==> src/rtl/nv_cacc_abuf_pkg.sv <==
// Shared constants and enums for the accumulation-buffer port controller.
package nv_cacc_abuf_pkg;
    localparam int DEPTH        = 32;
    localparam int AW           = 5;
    localparam int CW           = 6;
    localparam int STARVE_LIMIT = 8;

    typedef enum logic [1:0] {IDLE, RUN, DRAIN} state_t;
    typedef enum logic [1:0] {NONE, ACC, DLV}   owner_t;
endpackage

==> src/rtl/nv_cacc_abuf_arb.sv <==
// Read-port arbiter: accumulator priority with a starvation escape for delivery.
module nv_cacc_abuf_arb
    import nv_cacc_abuf_pkg::*;
(
    input  logic   clk,
    input  logic   rst,
    input  logic   acc_req,
    input  logic   dlv_req,
    input  logic   stall,
    output owner_t grant
);
    localparam int            SW    = $clog2(STARVE_LIMIT + 1);
    localparam logic [SW-1:0] LIMIT = SW'(STARVE_LIMIT);

    logic [SW-1:0] starve_cnt;

    always_comb begin
        grant = NONE;
        if (!stall) begin
            if (dlv_req && (!acc_req || starve_cnt == LIMIT))
                grant = DLV;
            else if (acc_req)
                grant = ACC;
        end
    end

    // Counter saturates at the limit so a stall cannot wrap it back to zero.
    always_ff @(posedge clk or posedge rst) begin
        if (rst)
            starve_cnt <= '0;
        else if (grant == DLV || !dlv_req)
            starve_cnt <= '0;
        else if (starve_cnt != LIMIT)
            starve_cnt <= starve_cnt + 1'b1;
    end
endmodule

==> src/rtl/nv_cacc_abuf_ctrl.sv <==
// Accumulation-buffer RAM port controller: read arbitration, done tracking, in-order retire.
// Optional NV_CACC_ABUF_PERF_EN adds saturating stall counters per requester.
module nv_cacc_abuf_ctrl
    import nv_cacc_abuf_pkg::*;
(
    input  logic          clk,
    input  logic          rst,
    input  logic          op_start,
    input  logic          op_last,
    input  logic          acc_rd_valid,
    input  logic [AW-1:0] acc_rd_addr,
    output logic          acc_rd_ready,
    input  logic          acc_wr_valid,
    input  logic [AW-1:0] acc_wr_addr,
    input  logic          acc_wr_last,
    output logic          acc_data_vld,
    output logic          dlv_valid,
    input  logic          dlv_ready,
    output logic [AW-1:0] dlv_addr,
    output logic          ram_re,
    output logic [AW-1:0] ram_ra,
    output logic          ram_we,
    output logic [AW-1:0] ram_wa,
    output logic [CW-1:0] occupancy,
    output logic          op_done,
    output logic          err_ovr
`ifdef NV_CACC_ABUF_PERF_EN
    ,
    output logic [31:0]   perf_acc_stall,
    output logic [31:0]   perf_dlv_stall
`endif
);
    state_t           state;
    logic [DEPTH-1:0] done;
    logic [DEPTH-1:0] done_nxt;
    logic [AW-1:0]    dlv_ptr;
    logic             active;
    logic             stall;
    logic             acc_req;
    logic             dlv_req;
    logic             issue;
    logic             done_set;
    logic             occ_inc;
    logic             err_hit;
    owner_t           grant;

    assign active   = (state != IDLE);
    assign stall    = dlv_valid & ~dlv_ready;
    assign acc_req  = active & acc_rd_valid;
    assign dlv_req  = active & done[dlv_ptr];

    nv_cacc_abuf_arb u_arb (
        .clk     (clk),
        .rst     (rst),
        .acc_req (acc_req),
        .dlv_req (dlv_req),
        .stall   (stall),
        .grant   (grant)
    );

    assign issue        = (grant == DLV);
    assign acc_rd_ready = (grant == ACC);
    assign ram_re       = issue | acc_rd_ready;
    assign ram_ra       = issue ? dlv_ptr : (acc_rd_ready ? acc_rd_addr : '0);
    assign ram_we       = active & acc_wr_valid;
    assign ram_wa       = ram_we ? acc_wr_addr : '0;
    assign done_set     = ram_we & acc_wr_last;

    // Occupancy follows the bitmap: only a real 0->1 transition counts as a new entry.
    assign occ_inc = done_set & (~done[acc_wr_addr] | (issue & (dlv_ptr == acc_wr_addr)));
    assign err_hit = active & ((acc_rd_valid & done[acc_rd_addr]) |
                               (acc_wr_valid & done[acc_wr_addr]));

    always_comb begin
        done_nxt = done;
        if (issue)
            done_nxt[dlv_ptr] = 1'b0;
        if (done_set)
            done_nxt[acc_wr_addr] = 1'b1;
    end

    always_ff @(posedge clk or posedge rst) begin
        if (rst) begin
            done         <= '0;
            dlv_ptr      <= '0;
            occupancy    <= '0;
            err_ovr      <= 1'b0;
            acc_data_vld <= 1'b0;
            dlv_valid    <= 1'b0;
            dlv_addr     <= '0;
        end else begin
            done         <= done_nxt;
            occupancy    <= occupancy + CW'(occ_inc) - CW'(issue);
            err_ovr      <= err_ovr | err_hit;
            acc_data_vld <= acc_rd_ready;
            dlv_valid    <= issue | stall;
            if (issue) begin
                dlv_ptr  <= dlv_ptr + 1'b1;
                dlv_addr <= dlv_ptr;
            end
        end
    end

    always_ff @(posedge clk or posedge rst) begin
        if (rst) begin
            state   <= IDLE;
            op_done <= 1'b0;
        end else begin
            op_done <= 1'b0;
            case (state)
                IDLE:    if (op_start) state <= RUN;
                RUN:     if (op_last)  state <= DRAIN;
                DRAIN: begin
                    if (occupancy == '0 && !dlv_valid && !done_set) begin
                        state   <= IDLE;
                        op_done <= 1'b1;
                    end
                end
                default: state <= IDLE;
            endcase
        end
    end

`ifdef NV_CACC_ABUF_PERF_EN
    always_ff @(posedge clk or posedge rst) begin
        if (rst) begin
            perf_acc_stall <= '0;
            perf_dlv_stall <= '0;
        end else if (state == IDLE && op_start) begin
            perf_acc_stall <= '0;
            perf_dlv_stall <= '0;
        end else begin
            if (acc_req && !acc_rd_ready && !(&perf_acc_stall))
                perf_acc_stall <= perf_acc_stall + 1'b1;
            if (dlv_req && !issue && !(&perf_dlv_stall))
                perf_dlv_stall <= perf_dlv_stall + 1'b1;
        end
    end
`endif
endmodule

==> config.mk <==
export PLATFORM = sky130hd
export DESIGN_NAME = nv_cacc_abuf_ctrl
export DESIGN_NICKNAME = d
export VERILOG_FILES = /design/src/rtl/nv_cacc_abuf_pkg.sv /design/src/rtl/nv_cacc_abuf_arb.sv /design/src/rtl/nv_cacc_abuf_ctrl.sv
export SDC_FILE = /design/constraint.sdc
export NUM_CORES = 1
export LEC_CHECK = 0
export CAP_MARGIN = 30
export CORE_MARGIN = 8
export CORE_UTILIZATION = 61
export CTS_CLUSTER_DIAMETER = 80
export DETAILED_ROUTE_END_ITERATION = 10
export PLACE_DENSITY = 0.86
export SLEW_MARGIN = 10
export SYNTH_ARGS = -nofsm -noshare
export SYNTH_HDL_FRONTEND = slang
export SYNTH_SLANG_ARGS = --single-unit
==> constraint.sdc <==
create_clock -name clk -period 9.7 [get_ports clk]
set_input_delay 1.94 -clock clk [delete_from_list [all_inputs] [get_ports clk]]
set_output_delay 1.94 -clock clk [all_outputs]
set_load 0.005 [all_outputs]
Word level (Yosys, flattened, before mapping):

Index checks and enable logic that the tools add are counted.
W data, S select, Z words.

* bits in writable memories: 0
* memories kept: 0
* latch bits: 0
* ROM bits: 0
* bits in registers: 58
* bits of input ports: 18
* word-level logic and storage cells: 91

* shift operators: 0
* reductions and logical operators: 16
* $lt $le $gt $ge: 5
* multiplexer cells: 26
* multipliers: 0
* divide/modulo/power cells: 0
* equality and inequality tests: 10
* bitwise gates (word level): 20
* $add $sub $neg: 4

Operators by type and width (count)
* $mux W32: 2
* $and A32 B32 Y32: 1
* $not A32 Y32: 1
* $or A32 B32 Y32: 1
* $lt A5 B6 Y1 const B: 3
* $bmux W1 S5: 3
* $mux W5: 3
* $and A1 B1 Y1: 10
* $demux W1 S5: 2
* $ge A5 B1 Y1 const B: 2
* $mux W2: 5
* $mux W1: 8
* $mux W4: 2
* $add A6 B1 Y6: 1
* $logic_not A6 Y1: 1
* $ne A2 B2 Y1 const B: 3
* $pmux W2 S3: 1
* $sub A6 B1 Y6: 1
* $add A5 B1 Y5 const B: 1
* $eq A5 B5 Y1: 1
* $logic_and A1 B1 Y1: 5
* $or A1 B1 Y1: 5
* $add A4 B1 Y4 const B: 1
* $eq A2 B1 Y1 const B: 2
* other kinds (9): 16

Depth between registers and ports, before layout:

Gate-level depths: netlist (run 1).

* word-level depth: 13
* depth in mapped cells: 21

Modules after synthesis:

A second synthesis (run 1) with hierarchy kept.

* cells, all modules: 346
* area, all modules: 3681.0 um^2

Modules (own cells, without submodules)
* nv_cacc_abuf_ctrl: cells an instance 318, area an instance 3408.3 um^2, times used 1
* nv_cacc_abuf_arb: cells an instance 28, area an instance 272.8 um^2, times used 1

Worst setup path after synthesis (run 1):

OpenSTA, ideal clock, no wires.

* path kind: input -> output
* from: input port dlv_ready
* to: output port ram_ra[0]
* cell stages on the path: 7
* data required time: 7760 ps
* arrival time: 3089 ps
* setup slack: 4671 ps
* path through: nand2b_1 o21ai_0 nor2_1 o21ai_1 ha_1 clkbuf_1 a22o_2

* longest elaborated chain between the ends: 6
* elaborated cells between the ends (all ways): 7

RTL lines
* start, declared: RTL line nv_cacc_abuf_ctrl.sv:18 `input logic dlv_ready,`
* $not A1 Y1 (*): RTL line nv_cacc_abuf_ctrl.sv:48 `assign stall = dlv_valid & ~dlv_ready;`
* $and A1 B1 Y1 (*): RTL line nv_cacc_abuf_ctrl.sv:48
* $mux W2 (*): RTL line nv_cacc_abuf_arb.sv:19 `if (!stall) begin`
* $eq A2 B1 Y1: RTL line nv_cacc_abuf_ctrl.sv:62 `assign acc_rd_ready = (grant == ACC);`
* $mux W5: RTL line nv_cacc_abuf_ctrl.sv:64 `assign ram_ra = issue ? dlv_ptr : (acc_rd_ready ? acc_rd_addr : '0);`
* $mux W5 (*): RTL line nv_cacc_abuf_ctrl.sv:64
* end, declared: RTL line nv_cacc_abuf_ctrl.sv:21 `output logic [AW-1:0] ram_ra,`

Mark *: on every way between the ends. The rest lies on a longest branch, timed or not.

Worst setup path in the final report (run 1):

* from: input port dlv_ready
* to: output port ram_ra[2]

Same word-level chain as after synthesis.

==> results list, run 1 <==
* Antenna violations before repair: 0
* Post-Syn Nets: 401
- Number of core rows: 28
- Setup skew after layout: 11.0 ps
- Crit path top cell by count: clkdlybuf4s50_1
- Reg-to-Reg End: occupancy[5]
- The finished layout holds 480 standard cells, fillers aside.
* Final WL: 10,100 um
- Clock-pin slew of the registers on the worst-case setup and hold paths: 60 ps
* Final non-filler cell area: 0.00441 mm^2
- Total of hold buffers inserted after clock tree synthesis: 0
- Static timing analysis puts the maximum clock frequency at 151 MHz.
- The initial utilization of the core area, before any placement, comes to 0.634.
* Synth Cell Area: 0.00378 mm^2
* Unrepaired setup endpoints after global routing: no
- Share of flip-flops with an asynchronous set or reset: 1.00
- The largest individual stage delay along the critical path comes from the cell ha_1.
- Static leakage power: 1.89 nW
- Die Area: 0.00897 mm^2
- Routability congestion estimate from global placement: 0.910
- Vias per inst: 6.65
- The min-delay analysis places its worst path in the category reg -> reg.
* Final Hold Violating Endpoints: 0
- Count of unresolved DRC violations after routing: 0
- The clock net in this run drives a total of 58 sinks.
- The kind of cell with the highest combined delay along the critical path is buffers and inverters.
- Buffers & Inverters on Critical Path: 2
* Run status: finished, final reports clean
* Via total after detailed routing: 3,194
- The synthesized design contains 58 register bits.
- IR drop worst, VDD: 168 uV
- Cts bufs inserted: 9
- Among all flip-flop cells after synthesis, the most frequent one is dfrtp_1.
- Min cycle time layout: 6610 ps
* Insertion delay of the later-clocked pin in the worst-skew pair: 340 ps
- The number of cells on the worst reg-to-reg path is 16.
- Once placement completed, the tool counted placed cells totaling 464.
- For the pin with the worst max-slew slack, the measured transition is 892 ps.
- In this run the most critical hold path is launched from err_ovr.
- Clk buf depth: 2
* Sort of element at the start of the critical path: input pin
* Total gr overflow: 0
* Fin nets: 435
* Reg-to-reg critical path startpoint: dlv_ptr[0]
* Part of the Yosys area used for sequential elements: 0.384
- The worst register-to-register path has a setup slack of 5070 ps.
* Fraction of layout instances using a drive strength above 1: 0.104
- Post-place instance area: 0.00422 mm^2
- Number of diodes added for antenna fixing: 0
- Post-CTS sizing: 0
- Entering global routing, the biggest net connects 59 pins.
- Number of nets with antenna violations after routing: 0
- Number of global-route vias before repair: 3,128
* Average wire per standard cell: 21.1 um
- Port Buffer Count: 45
- # Post-CTS Setup Buffers: 0
* Std-Cell Core Area: 0.00596 mm^2
- Syn-to-layout area delta: 16.8%
- Worst Setup End Kind: output pin
- Final setup viols: 0
- Top library cells by usage in the layout, fill and taps aside: o21ai_0 (61), dfrtp_1 (58), clkdlybuf4s50_1 (45)
- The floorplan step set the die height to 94.7 um.
- Worst Path Class, Setup: in -> out
- PwrDens: 251 mW/mm^2
* Final cycle utilization of the critical path: 0.682
- Along the worst hold path, the cell count comes to 1.
- Relative max-transition margin: 0.406
- TritonCTS built the clock tree.
- The average instance in the mapped netlist occupies 10.3 um^2.
* H-tree levels: 3
- In this run, distinct cell masters in the synthesized netlist total 49.
- TNS Setup: 0 ps
* Count of flip-flops with a built-in enable after synthesis: 0
- Boundary Pins: 46
* Critical path peak fanout: 24
- Count of TritonRoute iterations in the first routing pass: 6
* Max-cap viol count: 0
- Sink of the worst hold path: err_ovr
* Fin Hold WS: 491 ps
* CTS Root Buffer Type: clkbuf_8
* Number of max-slew violations in the final report: 0
* All-Layer GR Usage: 0.235
- Traced cell by cell, the critical path runs through clkdlybuf4s50_1 > nand2b_1 > o21ai_0 > a211oi_1 > ha_1 > nor2b_1 > a22o_1 > clkdlybuf4s50_1.
- Crit path largest cell delay: 780 ps
- Count of warnings emitted by yosys: 0
- Die Width: 94.7 um
* Synth Instances: 366
- At the worst endpoint, the arrival time is 4670 ps.
* Commonest non-fill, non-tap cell in the layout: o21ai_0
- Detail Placement HPWL: 6910 um
* Data required time of the worst path: 7760 ps
- DRC marker count from the first detailed-route iteration: 426
- Global-route wire length before repair: 16,100 um
metrics by stage:
stage,utilization,setup slack (ps),total power [mW]
after floorplan,-,4670,0.720
after CTS,0.741,3110,1.11
after global routing,0.741,2910,1.18
after detailed placement,0.708,3120,0.883
after global placement,0.708,3170,0.856
final,0.741,3090,1.11
synth_stat cells (2+ instances only):
cell type	count	share of area
xor2_1	9	0.021
nand3_1	11	0.015
a211o_1	2	0.0046
inv_1	23	0.023
clkbuf_1	16	0.016
o21a_1	2	0.0040
o21ai_1	9	0.012
a22o_1	4	0.0093
o21ai_0	61	0.081
mux4_2	11	0.066
mux2i_1	21	0.056
nand2b_1	11	0.018
xnor2_1	6	0.014
and2_1	5	0.0083
or3b_2	4	0.0093
nor3_1	4	0.0053
a21o_1	2	0.0040
or3_1	3	0.0050
ha_1	16	0.053
mux4_1	6	0.042
nor4_1	2	0.0033
nor2b_1	2	0.0033
o21bai_1	2	0.0040
dfrtp_1	58	0.38
o221ai_1	4	0.0093
nand3b_1	7	0.014
buf_1	2	0.0020
a21oi_1	5	0.0066
buf_2	4	0.0053
o22ai_1	5	0.0083
nand2_1	16	0.016
nand4_1	4	0.0066
mux2_2	5	0.015
nor2_1	9	0.0089
flip-flops by register name, indices dropped and copies added, names as in the netlist:
signal            cells
acc_data_vld          1
occupancy             6
state                 2
err_ovr               1
op_done               1
done                 32
dlv_addr              5
u_arb.starve_cnt      4
dlv_ptr               5
dlv_valid             1
worst reg2reg max path: stages (launching register included):
cell	delay (ps)
dfrtp_1	880
mux4_1	670
nand2b_1	140
nand4_4	130
a211oi_4	420
o21ai_1	120
ha_1	520
nand3_1	190
a21o_1	140
ha_1	190
inv_1	60
ha_1	260
a21o_1	180
a21oi_1	230
o21bai_1	100
a21oi_1	180
xor2_1	170
worst max-delay path by stage:
stage / start / endpoint / slack [ps] / cells past startpoint
finish: dlv_ready / ram_ra[2] / 3090 / 8
global route: dlv_ready / ram_ra[2] / 2910 / 8
CTS: dlv_ready / ram_ra[2] / 3110 / 8
detailed placement: dlv_ready / ram_ra[2] / 3120 / 8
global placement: dlv_ready / ram_ra[2] / 3170 / 8
floorplan: dlv_ready / ram_ra[0] / 4670 / 7
cells by family after synthesis:
logic type               synth area share
AO/OA/AOI/OAI                       0.156
XOR/XNOR                           0.0348
adder cells (fa/ha/maj)            0.0583
buffers and inverters              0.0543
flip-flops                          0.384
multiplexers                        0.182
AND/OR/NAND/NOR                     0.130
power by group:
part	internal, mW	switching (mW)
Combinational	0.253	0.210
Clock	0.125	0.0974
Sequential	0.317	0.107
metal layers:
metal / vias to the layer above / track usage / routed length (um)
met1: 1529 / 0.303 / 3920
li1: 1403 / - / -
met3: 53 / 0.0571 / 1140
met2: 209 / 0.359 / 4730
met5: - / 0 / 0
met4: 0 / 0.129 / 365
area by class of cell:
type | instances | area [um^2]
Sequential cell | 58 | 1450
Inverter | 23 | 86.3
Clock buffer | 11 | 141
Clock inverter | 5 | 53.8
Timing Repair Buffer | 47 | 465
Multi-Input combinational cell | 261 | 2120
Fill cell | 405 | 1540
Tap cell | 75 | 93.8
Power figures use the tool's default switching activity.
==> run 2, diff against run 1 <==
- CORE_UTILIZATION: 61 -> 51
- PLACE_DENSITY: 0.86 -> 0.77
- clock period: 9.7 -> 5.3 ns (I/O delays scaled with it)
==> results list, run 2 (synthesized netlist as in run 1, its figures left out) <==
- The run finished with clean final reports.
- Top delay family on crit path: compound AO/OA/AOI/OAI gates
- The number of gates resized after CTS came to 0 (unchanged).
* Global-route wire length before repair: 16,200 um (+0.90%)
- Unrepaired setup endpoints after global routing: no
* Buffers & Inverters on Critical Path: 1 (-1)
* Port Buffer Count: 45 (unchanged)
* Initial standard-cell utilization of the core: 0.524 (-0.111)
- Die Area: 0.0104 mm^2 (+16%)
* Routability congestion estimate from global placement: 0.942 (+3.5%)
* Worst-path cell with the longest stage delay: dfrtp_1
- The sum of negative setup slack was 0 ps (unchanged).
- Sort of element at the start of the critical path: register
* Fin nets: 438 (+0.69%)
- Final Hold Violating Endpoints: 0 (unchanged)
* Setup skew after layout: 5.15 ps (-5.89 ps)
- In this run the clock root is driven by a clkbuf_8.
- The part of the power in the clock network is 0.233 (+0.033).
- Net load switching power: 0.745 mW (+80%)
- Counting I/O delays and the setup requirement, the final critical path takes 4780 ps.
- The total number of clock tree sinks is 58 (unchanged).
* Worst Setup End Kind: output pin
- The top-level port count came to 46 (unchanged).
- The total power density per cell area came to 467 mW/mm^2 (+86%).
- DRC marker count from the first detailed-route iteration: 327 (-23%)
* Static leakage power: 1.92 nW (+1.7%)
- IR drop worst, VDD: 162 uV (-3.3%)
- The sequential share of power was 0.367 (-0.015).
* Syn-to-layout area delta: 19.2%
- The data required time at the worst endpoint was 4240 ps (-3520 ps).
* Final cycle utilization of the critical path: 0.902
- Series of cell instances along the critical path: mux4_1 > nand2b_1 > nand4_4 > a211oi_4 > o21a_1 > ha_1 > nor2b_1 > a22o_1 > clkdlybuf4s50_1
* Number of diodes added for antenna fixing: 0 (unchanged)
- The core area was 0.00721 mm^2 (+21%).
* Cts bufs inserted: 9 (unchanged)
- The final HPWL from detailed placement was 7080 um (+2.3%).
* Crit path largest cell delay: 710 ps (-70 ps)
- The number of cells in the finished layout apart from fillers is 507 (+5.6%).
* Number of core rows: 31 (+11%)
- Worst hold path class: reg -> reg
- The switching portion of total power was 0.355 (-0.0190).
- Max FFs per register: 32 (unchanged)
- The maximum number of pins on one net before global-route repair was 59 (unchanged).
* TritonCTS clock tree: done
- The overflow left after global routing is 0 (unchanged).
* Total of hold buffers inserted after clock tree synthesis: 0 (unchanged)
- The instance count after placement with tap cells included came to 491 (+5.8%).
- Chip height: 102 um (+7.8%)
- Fraction of layout instances using a drive strength above 1: 0.110 (+0.00659)
- In the layout the commonest cells are o21ai_0 (61), dfrtp_1 (58), clkdlybuf4s50_1 (45).
- Final WL: 10,200 um (+0.19%)
* Largest Register: done
- The share of total power in combinational logic was 0.400 (-0.018).
- Number of max-slew violations in the final report: 0 (unchanged)
* Internal power component: 1.36 mW (+95%)
- H-tree levels: 3 (unchanged)
- The number of setup buffers added after CTS came to 0 (unchanged).
- The final count of negative-setup-slack endpoints is 0 (unchanged).
* Regs by FF count: done (32), occupancy (6)
* Clock-pin slew of the registers on the worst-case setup and hold paths: 70 ps (about the same)
- Clk buf depth: 2 (unchanged)
- Number of global-route vias before repair: 3,096 (-1.0%)
- The worst reg-to-reg setup slack is 1060 ps (-4010 ps).
- Endpoint arrival time on the critical path: 3720 ps (-950 ps)
- The measured slew at the worst slew-check pin was 739 ps (-152 ps).
- Timing-limited maximum frequency: 209 MHz
- Relative max-transition margin: 0.506 (+0.100)
- Count of unresolved DRC violations after routing: 0 (unchanged)
- Worst Path Class, Setup: reg -> out
- The library cell used most frequently in the layout, excluding fill and tap cells, is o21ai_0.
- Antenna violations before repair: 0 (unchanged)
- The average vias per placed instance was 6.26 (-5.9%).
- Fillcell total: 595 (+47%)
* Average wire per standard cell: 20.0 um (-5.1%)
- The first-pass detailed-route iteration total is 5 (-1).
- Insertion delay of the later-clocked pin in the worst-skew pair: 340 ps (about the same)
- Number of nets with antenna violations after routing: 0 (unchanged)
- Critical path peak fanout: 11 (-54%)
* Via total after detailed routing: 3,175 (-0.59%)
- The max-capacitance violation count was 0 (unchanged).
- All-Layer GR Usage: 0.204 (-0.0308)
- The die width is 102 um (+7.8%).
run 2: changes by cell type in the layout (fill, tap and decap cells not counted), sizes merged:
| cell | change |
|---|---|
| clkinv | -1 |
| bufinv | +2 |
| buf | +3 |
| clkbuf | -1 |
run 2: cell type report:
cell class	instances	area, um^2	area share
Tap cell	99	124	0.0275
Timing Repair Buffer	50	488	0.108
Multi-Input combinational cell	261	2120	0.471
Clock buffer	10	128	0.0283
Sequential cell	58	1450	0.322
Inverter	23	86.3	0.0192
Clock inverter	6	105	0.0233
run 2: path summary, 6_finish.rpt:
path / start / endpoint / cells after the start
setup / recovery: dlv_ptr[0] / ram_ra[4] / 9
hold / removal: err_ovr / err_ovr / 1
setup reg to reg: dlv_ptr[2] / occupancy[4] / 19
hold reg to reg: err_ovr / err_ovr / 1
max in group asynchronous: rst / done[20] / 3
min in group asynchronous: rst / dlv_addr[1] / 3
run 2: power groups by stage:
stage,combinational [mW],clock [mW],sequential (mW)
floorplan,0.636,0,0.681
global placement,0.817,0,0.763
detailed placement,0.840,0,0.774
CTS,0.847,0.494,0.766
global route,0.937,0.515,0.793
finish,0.842,0.489,0.772
run 2: worst reg2reg max path, cell delays in order (launching register included):
cell      delay (ps)
dfrtp_1          750
or3b_2           570
nand2b_1         210
nand4_4          120
a211oi_4          70
a211oi_1         280
ha_1             220
buf_4            270
nand3_1          110
a21o_1           190
ha_1             270
inv_1             60
ha_1             150
inv_1             50
fa_1             390
inv_1             70
a21oi_1           60
nor2_1            90
nor2_1            60
xnor2_1          120
run 2: per-stage QoR:
| stage | power [mW] | instance area [um^2] | util | hold WS (ps) | setup WS [ps] |
|---|---|---|---|---|---|
| 2_1_floorplan | 1.32 | 3780 | - | 461 | 1520 |
| 3_3_place_gp | 1.58 | 4270 | 0.592 | 466 | 839 |
| 3_5_place_dp | 1.61 | 4270 | 0.592 | 472 | 735 |
| 4_1_cts | 2.11 | 4500 | 0.624 | 487 | 522 |
| 5_1_grt | 2.24 | 4500 | 0.624 | 507 | 321 |
| 6_report | 2.10 | 4500 | 0.624 | 479 | 518 |
run 2: layer usage:
layer | GRT usage | up-vias | routed length [um]
met2 | 0.311 | 197 | 4650
met5 | 0 | - | 0
met3 | 0.0606 | 35 | 1240
met1 | 0.263 | 1533 | 3950
li1 | - | 1410 | -
met4 | 0.0914 | 0 | 323
